### src/rtl/edge_event_logger.sv
// edge_event_logger: turns rising edges of a synchronized level into
// timestamped events with re-trigger lockout, queued in a small
// first-word-fall-through FIFO behind a valid/ready handshake.
module edge_event_logger #(
    parameter int TS_WIDTH   = 16,
    parameter int CNT_WIDTH  = 8,
    parameter int LOCKOUT    = 8,
    parameter int FIFO_DEPTH = 4
) (
    input  logic                 clk,
    input  logic                 reset_async,
    input  logic                 sync_in,
    input  logic                 clear_ovf,
    output logic                 ev_valid,
    input  logic                 ev_ready,
    output logic [TS_WIDTH-1:0]  ev_ts,
    output logic [CNT_WIDTH-1:0] ev_count,
    output logic                 overflow,
    output logic                 busy
);

    localparam int PW = (FIFO_DEPTH > 1) ? $clog2(FIFO_DEPTH) : 1;
    localparam int LW = (LOCKOUT > 1) ? $clog2(LOCKOUT) : 1;
    // Counter is loaded with LOCKOUT-1 so busy spans exactly LOCKOUT cycles.
    localparam logic [LW-1:0] LOCK_INIT = LW'((LOCKOUT > 0) ? LOCKOUT - 1 : 0);
    localparam logic [PW:0]   OCC_FULL  = (PW+1)'(FIFO_DEPTH);

    typedef enum logic {IDLE, LOCK} state_t;

    state_t              state, state_next;
    logic [LW-1:0]       lock_cnt, lock_next;
    logic [TS_WIDTH-1:0] ts;
    logic                prev;
    logic                rise;
    logic                trigger;

    logic [TS_WIDTH-1:0] mem [FIFO_DEPTH];
    logic [PW-1:0]       rd_ptr, wr_ptr;
    logic [PW:0]         occ;
    logic                full, pop, push, drop;

    // prev resets low, so a level held high through reset release reads as a rise.
    assign rise = sync_in & ~prev;

    // Free-running timestamp and edge-detect history.
    always_ff @(posedge clk or posedge reset_async) begin
        if (reset_async) begin
            ts   <= '0;
            prev <= 1'b0;
        end else begin
            ts   <= ts + 1'b1;
            prev <= sync_in;
        end
    end

    // Lockout FSM state register.
    always_ff @(posedge clk or posedge reset_async) begin
        if (reset_async) begin
            state    <= IDLE;
            lock_cnt <= '0;
        end else begin
            state    <= state_next;
            lock_cnt <= lock_next;
        end
    end

    // Lockout FSM: accept rises only in IDLE, then hold off for LOCKOUT cycles.
    always_comb begin
        state_next = state;
        lock_next  = lock_cnt;
        trigger    = 1'b0;
        busy       = 1'b0;
        case (state)
            IDLE: begin
                if (rise) begin
                    trigger = 1'b1;
                    if (LOCKOUT > 0) begin
                        state_next = LOCK;
                        lock_next  = LOCK_INIT;
                    end
                end
            end
            LOCK: begin
                busy = 1'b1;
                if (lock_cnt == '0) state_next = IDLE;
                else                lock_next  = lock_cnt - 1'b1;
            end
            default: state_next = IDLE;
        endcase
    end

    // A full queue still takes a push when the head leaves on the same edge.
    assign full     = (occ == OCC_FULL);
    assign ev_valid = (occ != '0);
    assign pop      = ev_valid & ev_ready;
    assign push     = trigger & (~full | pop);
    assign drop     = trigger & full & ~pop;
    assign ev_ts    = mem[rd_ptr];

    // Queue storage; contents are meaningless unless occupancy covers them.
    always_ff @(posedge clk) begin
        if (push) mem[wr_ptr] <= ts;
    end

    // Queue pointers, occupancy, event counter and sticky overflow.
    always_ff @(posedge clk or posedge reset_async) begin
        if (reset_async) begin
            rd_ptr   <= '0;
            wr_ptr   <= '0;
            occ      <= '0;
            ev_count <= '0;
            overflow <= 1'b0;
        end else begin
            if (push) begin
                wr_ptr   <= wr_ptr + 1'b1;
                ev_count <= ev_count + 1'b1;
            end
            if (pop) rd_ptr <= rd_ptr + 1'b1;
            case ({push, pop})
                2'b10:   occ <= occ + 1'b1;
                2'b01:   occ <= occ - 1'b1;
                default: occ <= occ;
            endcase
            // A drop in the same cycle as a clear keeps the flag set.
            if (drop)           overflow <= 1'b1;
            else if (clear_ovf) overflow <= 1'b0;
        end
    end

endmodule

### config.mk
export PLATFORM = sky130hd
export DESIGN_NAME = edge_event_logger
export DESIGN_NICKNAME = d
export VERILOG_FILES = /design/src/rtl/edge_event_logger.sv
export SDC_FILE = /design/constraint.sdc
export NUM_CORES = 1
export LEC_CHECK = 0
export CAP_MARGIN = 10
export CORE_MARGIN = 2
export CORE_UTILIZATION = 60
export CTS_CLUSTER_DIAMETER = 150
export DETAILED_ROUTE_END_ITERATION = 8
export GPL_TIMING_DRIVEN = 0
export PLACE_DENSITY = 0.82
export SLEW_MARGIN = 0
export SYNTH_ARGS = -nofsm -noshare
export SYNTH_HDL_FRONTEND = slang
export SYNTH_SLANG_ARGS = --single-unit
### constraint.sdc
create_clock -name clk -period 6.36 [get_ports clk]
set_input_delay 0.636 -clock clk [delete_from_list [all_inputs] [get_ports clk]]
set_output_delay 0.636 -clock clk [all_outputs]
set_load 0.03 [all_outputs]
Word level (Yosys, flattened, before mapping):

Memory sizes are Yosys's and may differ from the RTL's.
Cells that the tools add are included.

* add/subtract/negate cells: 7
* bitwise operators: 10
* muxes and demuxes: 13
* reduce and logical (&&, ||, !) cells: 5
* eq/ne operators: 5

Operator list (number)
* 16-bit by 1-bit adder with 16-bit output, second input constant: 1
* 3-bit case mux with 2 select lines: 2
* 8-bit by 1-bit adder with 8-bit output, second input constant: 1
* 1-bit two-way mux: 8
* 3-bit two-way mux: 2
* 3-bit by 1-bit subtractor with 3-bit output, second input constant: 2
* 1-bit AND: 5
* 2-bit by 1-bit adder with 2-bit output, second input constant: 2
* 2-bit inequality test, second input constant: 2
* 1-bit NOT: 4
* 2-bit nonzero test: 2
* 3-bit by 1-bit adder with 3-bit output, second input constant: 1
* 3-bit equality test, second input constant: 1
* 3-bit zero test: 1
* 3-bit nonzero test: 1
* 2-bit by 1-bit equality test with 1-bit output, second input constant: 1
* 2-bit equality test, second input constant: 1
* 1-bit case mux with 2 select lines: 1
* 2-bit AND reduction: 1
* 1-bit OR: 1

* bits of input ports: 5
* bits in registers: 37
* output and inout port bits: 27
* logic and storage cells: 50
* memories kept: 1
* memory bits (writable): 64

Memories
* mem: words 4, bits a word 16, rd ports 1, clocked after memory_dff 0, wr ports 1, line 37 `logic [TS_WIDTH-1:0] mem [FIFO_DEPTH];`

Depth between registers and ports, before layout:

* depth after elaboration: 7
* gate-level depth with buffers: 9
* depth with buffers taken out: 9

Worst setup path after synthesis:

No wires, ideal clock.

* path kind: input to register
* from: input port ev_ready
* to: register occ[2]
* buffers on the path: 0
* data arrival time: 2.210 ns
* cell stages on the path: 9
* setup time: 0.079 ns
* required time: 6.281 ns
* slack: 4.071 ns
* cells stage by stage: nor4b_4 nor2_2 inv_1 ha_1 inv_1 fa_1 xor2_1 nor2_1 xor2_1

* longest elaborated chain between the ends: 5
* elaborated cells between the ends (all ways): 7
* those cells by class: 2 x eq/ne; 1 x mux; 3 x bitwise; 1 x reduce/logical

RTL lines
* start, declared: line 15 `input logic ev_ready,`
* 1-bit AND *: line 95 `assign pop = ev_valid & ev_ready;`
* 1-bit OR: line 96 `assign push = trigger & (~full | pop);`
* 1-bit AND: line 96
* 2-bit by 1-bit equality test with 1-bit output / 2-bit equality test (equally long branches): line 119 `case ({push, pop})`
* 3-bit case mux with 2 select lines / 2-bit nonzero test (equally long branches)
* end signal, assigned: line 120 `2'b10: occ <= occ + 1'b1;`
* end signal, assigned: line 121 `2'b01: occ <= occ - 1'b1;`
* end, declared: line 39 `logic [PW:0] occ;`

Every way passes the cells marked *; elsewhere a longest branch is shown, timed or not.
A chain may end at the register's enable or synchronous reset.

Worst setup path in the final report:

* from: register rd_ptr[0]
* to: output port ev_ts[8]

* longest elaborated chain between the ends: 1

RTL lines
* start, declared: line 38 `logic [PW-1:0] rd_ptr, wr_ptr;`
* start signal, assigned: line 118 `if (pop) rd_ptr <= rd_ptr + 1'b1;`
* memory read 4 x 16 bit
* end, declared: line 16 `output logic [TS_WIDTH-1:0] ev_ts,`

Every way passes these cells.

==> run_results.csv <==
group,metric,value,unit
sta,max_slew_margin,43.5,%
clocking,cts_resized,0,
die,die_h,86.1,µm
clocking,htreeDepth,3,
global_routing,grt_util_all_layers,19.4,%
global_routing,grt_pass1_vias,2074,
final_layout,final_common_cell,"edfxtp_1",
die,initial_core_util,62.9,%
route,drt_iter0_markers,134,
global_routing,grt_start_max_net_pins,38,
die,rows,29,
power_and_ir_drop,peakVddDrop,0.000265,V
outcome,outcome,"completed",
final_layout,area_delta_synth_final,15.1,%
synthesis,yosysUniqueCellTypes,31,
final_layout,register_area,2850,µm²
final_layout,multi_input_area,1110,µm²
clocking,clkTransAtPathRegs,80,ps
sta,worst_pin_slew,847,ps
final_layout,num_antenna_cells,0,
route,finalWirelength,6260,µm
synthesis,synth_fa_ha_area_share,3.28,%
flow_run,maxCapViolations,0,
sta,post-route-period-util,50.2,%
route,route.detailed.drc,0,
synthesis,synth_compound_area_share,1.05,%
setup_path,cpPeakStageDelay,620,ps
sta,hold_violations,0,
sta,rsz0062_at_grt,"no",
setup_path,start_kind,"register",
synthesis,synth-simple-area-share,7.46,%
final_layout,most-common-layout-cells,"64 x edfxtp_1, 37 x dfrtp_1, 31 x clkdlybuf4s50_1",
die,io_pins,32,
placed_design,portBuffers,31,
setup_path,cp_slowest_cell,"clkdlybuf4s50_1",
clocking,cts.path.max_buffers,2,
global_routing,grt_pass1_wl,10500,µm
synthesis,ys_ff_latch,101,
global_routing,grt_overflow,0,
route,via_per_inst,5.73,
sta,finalSetupTns,0,ps
clocking,cts_root_buffer,"clkbuf_8",
final_layout,nets,291,
synthesis,synth_area,4040,µm²
final_layout,stdcell_count,357,
min_path,min_path_type,"register to register",
synthesis,syn_inst,234,
setup_path,cp_common_cell,"buf_2",
global_routing,antenna_found_initial,0,
synthesis,synth_mux_area_share,9.72,%
placed_design,dp_cells,342,
power_and_ir_drop,powerDensity,413,nW/µm²
route,num_vias,2044,
sta,period_needed,3190,ps
power_and_ir_drop,p_leak,0.00178,µW
clocking,post_cts_buffers,0,
clocking,cts_buffers,9,
sta,drv_slew,0,
clocking,clk_latency,350,ps
final_layout,drive_above_1_share,14.3,%
sta,fin_skew,7.51,ps
setup_path,cp_cell_sequence,"buf_2, buf_2, mux4_2, clkdlybuf4s50_1",
synthesis,yosysWarnings,0,
synthesis,yosysSeqAreaShare,70.5,%
synthesis,synth_top_family_by_area,"multiplexers",
setup_path,cp.arrival,2550,ps
route,ant_nets,0,
power_and_ir_drop,totalPowerFinal,1920,µW
clocking,clock_sinks,101,
placed_design,gp_congestion,0.727,
sta,clock.fmax,314,MHz
synthesis,syn-mean-instance-area,17.3,µm²
setup_path,critPathRequiredTime,5720,ps
clocking,cts_tree,"built",
placed_design,hpwlAfterDp,3980,µm
setup_path,crit_path_end_kind,"output port",
setup_path,path_class,"register to output port",
final_layout,num-fill-cells,404,
die,coreArea,6420,µm²
synthesis,synth-xor-area-share,5.85,%
die,fp.dieW,86.1,µm
route,wl_per_cell,17.5,µm
setup_path,cp_max_fo,10,
route,firstDrtPassIters,4,
die,dieArea,7410,µm²
sta,setup_viol,0,
clocking,postCtsHoldBufs,0,
synthesis,syn_nets,249,
[flip-flops by register name (all words and copies together), names as in the netlist]
name,count
ts,16
state,1
overflow,1
ev_count,8
prev,1
occ,3
mem,64
lock_cnt,3
rd_ptr,2
wr_ptr,2
[final cells by class]
type	count	share of cell area, %
Multi-Input combinational cell	113	23.8
Buffer	5	0.646
Tap cell	77	2.07
Timing Repair Buffer	31	6.67
Sequential cell	101	61.2
Inverter	15	1.21
Clock buffer	10	2.74
Clock inverter	5	1.64
[layer usage]
layer	track usage, %	routed length [µm]	vias to the layer above
met4	8.66	94	0
met3	4.43	187	8
met1	27.5	2810	1037
met5	0	0	-
met2	29.4	3160	46
li1	-	-	953
[through the flow]
step | setup slack (ps) | util [%] | hold WS (ps) | area, µm²
3_5_place_dp | 3280 | 69.2 | 459 | 4450
2_1_floorplan | 4070 | - | 476 | 4040
6_report | 3170 | 72.4 | 477 | 4650
3_3_place_gp | 3340 | 69.2 | 459 | 4450
5_1_grt | 3030 | 72.4 | 514 | 4650
4_1_cts | 3110 | 72.4 | 480 | 4650
[synth_stat cells]
cell type / instances / area share [%]
nor3b_1: 1 / 0.19
edfxtp_1: 64 / 48
nand4_1: 4 / 0.62
nor4b_2: 1 / 0.37
nor2b_1: 1 / 0.15
nor2_1: 5 / 0.46
a32o_1: 1 / 0.25
o311ai_0: 1 / 0.22
nor3_1: 5 / 0.62
nand2_1: 8 / 0.74
mux2_2: 2 / 0.56
o21ai_0: 3 / 0.37
inv_1: 15 / 1.4
xor2_1: 20 / 4.3
mux4_2: 16 / 8.9
or3_1: 3 / 0.46
ha_1: 9 / 2.8
fa_1: 1 / 0.50
buf_6: 1 / 0.28
o31a_1: 1 / 0.22
nor4_1: 7 / 1.1
buf_2: 3 / 0.37
nor4b_4: 1 / 0.59
dfrtp_1: 37 / 23
and2_1: 4 / 0.62
nand3_1: 9 / 1.1
xnor2_1: 7 / 1.5
mux2i_1: 1 / 0.25
clkbuf_1: 1 / 0.093
nor2_2: 1 / 0.15
or3b_4: 1 / 0.28
[logic make-up (layout without fill, tap and decap cells)]
| family | count (synthesis) | count (layout) |
|---|---|---|
| buffers and inverters | 20 | 66 |
| flip-flops | 101 | 101 |
| XOR/XNOR | 27 | 27 |
| multiplexers | 19 | 19 |
| AND/OR/NAND/NOR | 51 | 51 |
| AO/OA/AOI/OAI | 6 | 6 |
| adder cells (fa/ha/maj) | 10 | 10 |
[critical path, delay by kind of cell (launching register included)]
family | cells | cell delay (ps)
muxes | 1 | 580
buffers and inverters | 3 | 1300
DFF | 1 | 330
[report_power, final]
part | internal [µW] | switching (µW)
clock network | 218 | 201
registers | 778 | 59.0
logic | 304 | 362
total | 1300 | 622
[worst paths after layout]
path / slack (ps) / from / cells past startpoint / end
worst max-delay path: 3170 / rd_ptr[0] / 4 / ev_ts[8]
worst max register to register: 3950 / occ[0] / 9 / occ[2]
min in group asynchronous: 740 / reset_async / 2 / occ[2]
worst min-delay path: 480 / ev_count[7] / 1 / ev_count[7]
worst min register to register: 480 / ev_count[7] / 1 / ev_count[7]
max in group asynchronous: 5120 / reset_async / 2 / ts[15]
Power figures use the tool's default switching activity.
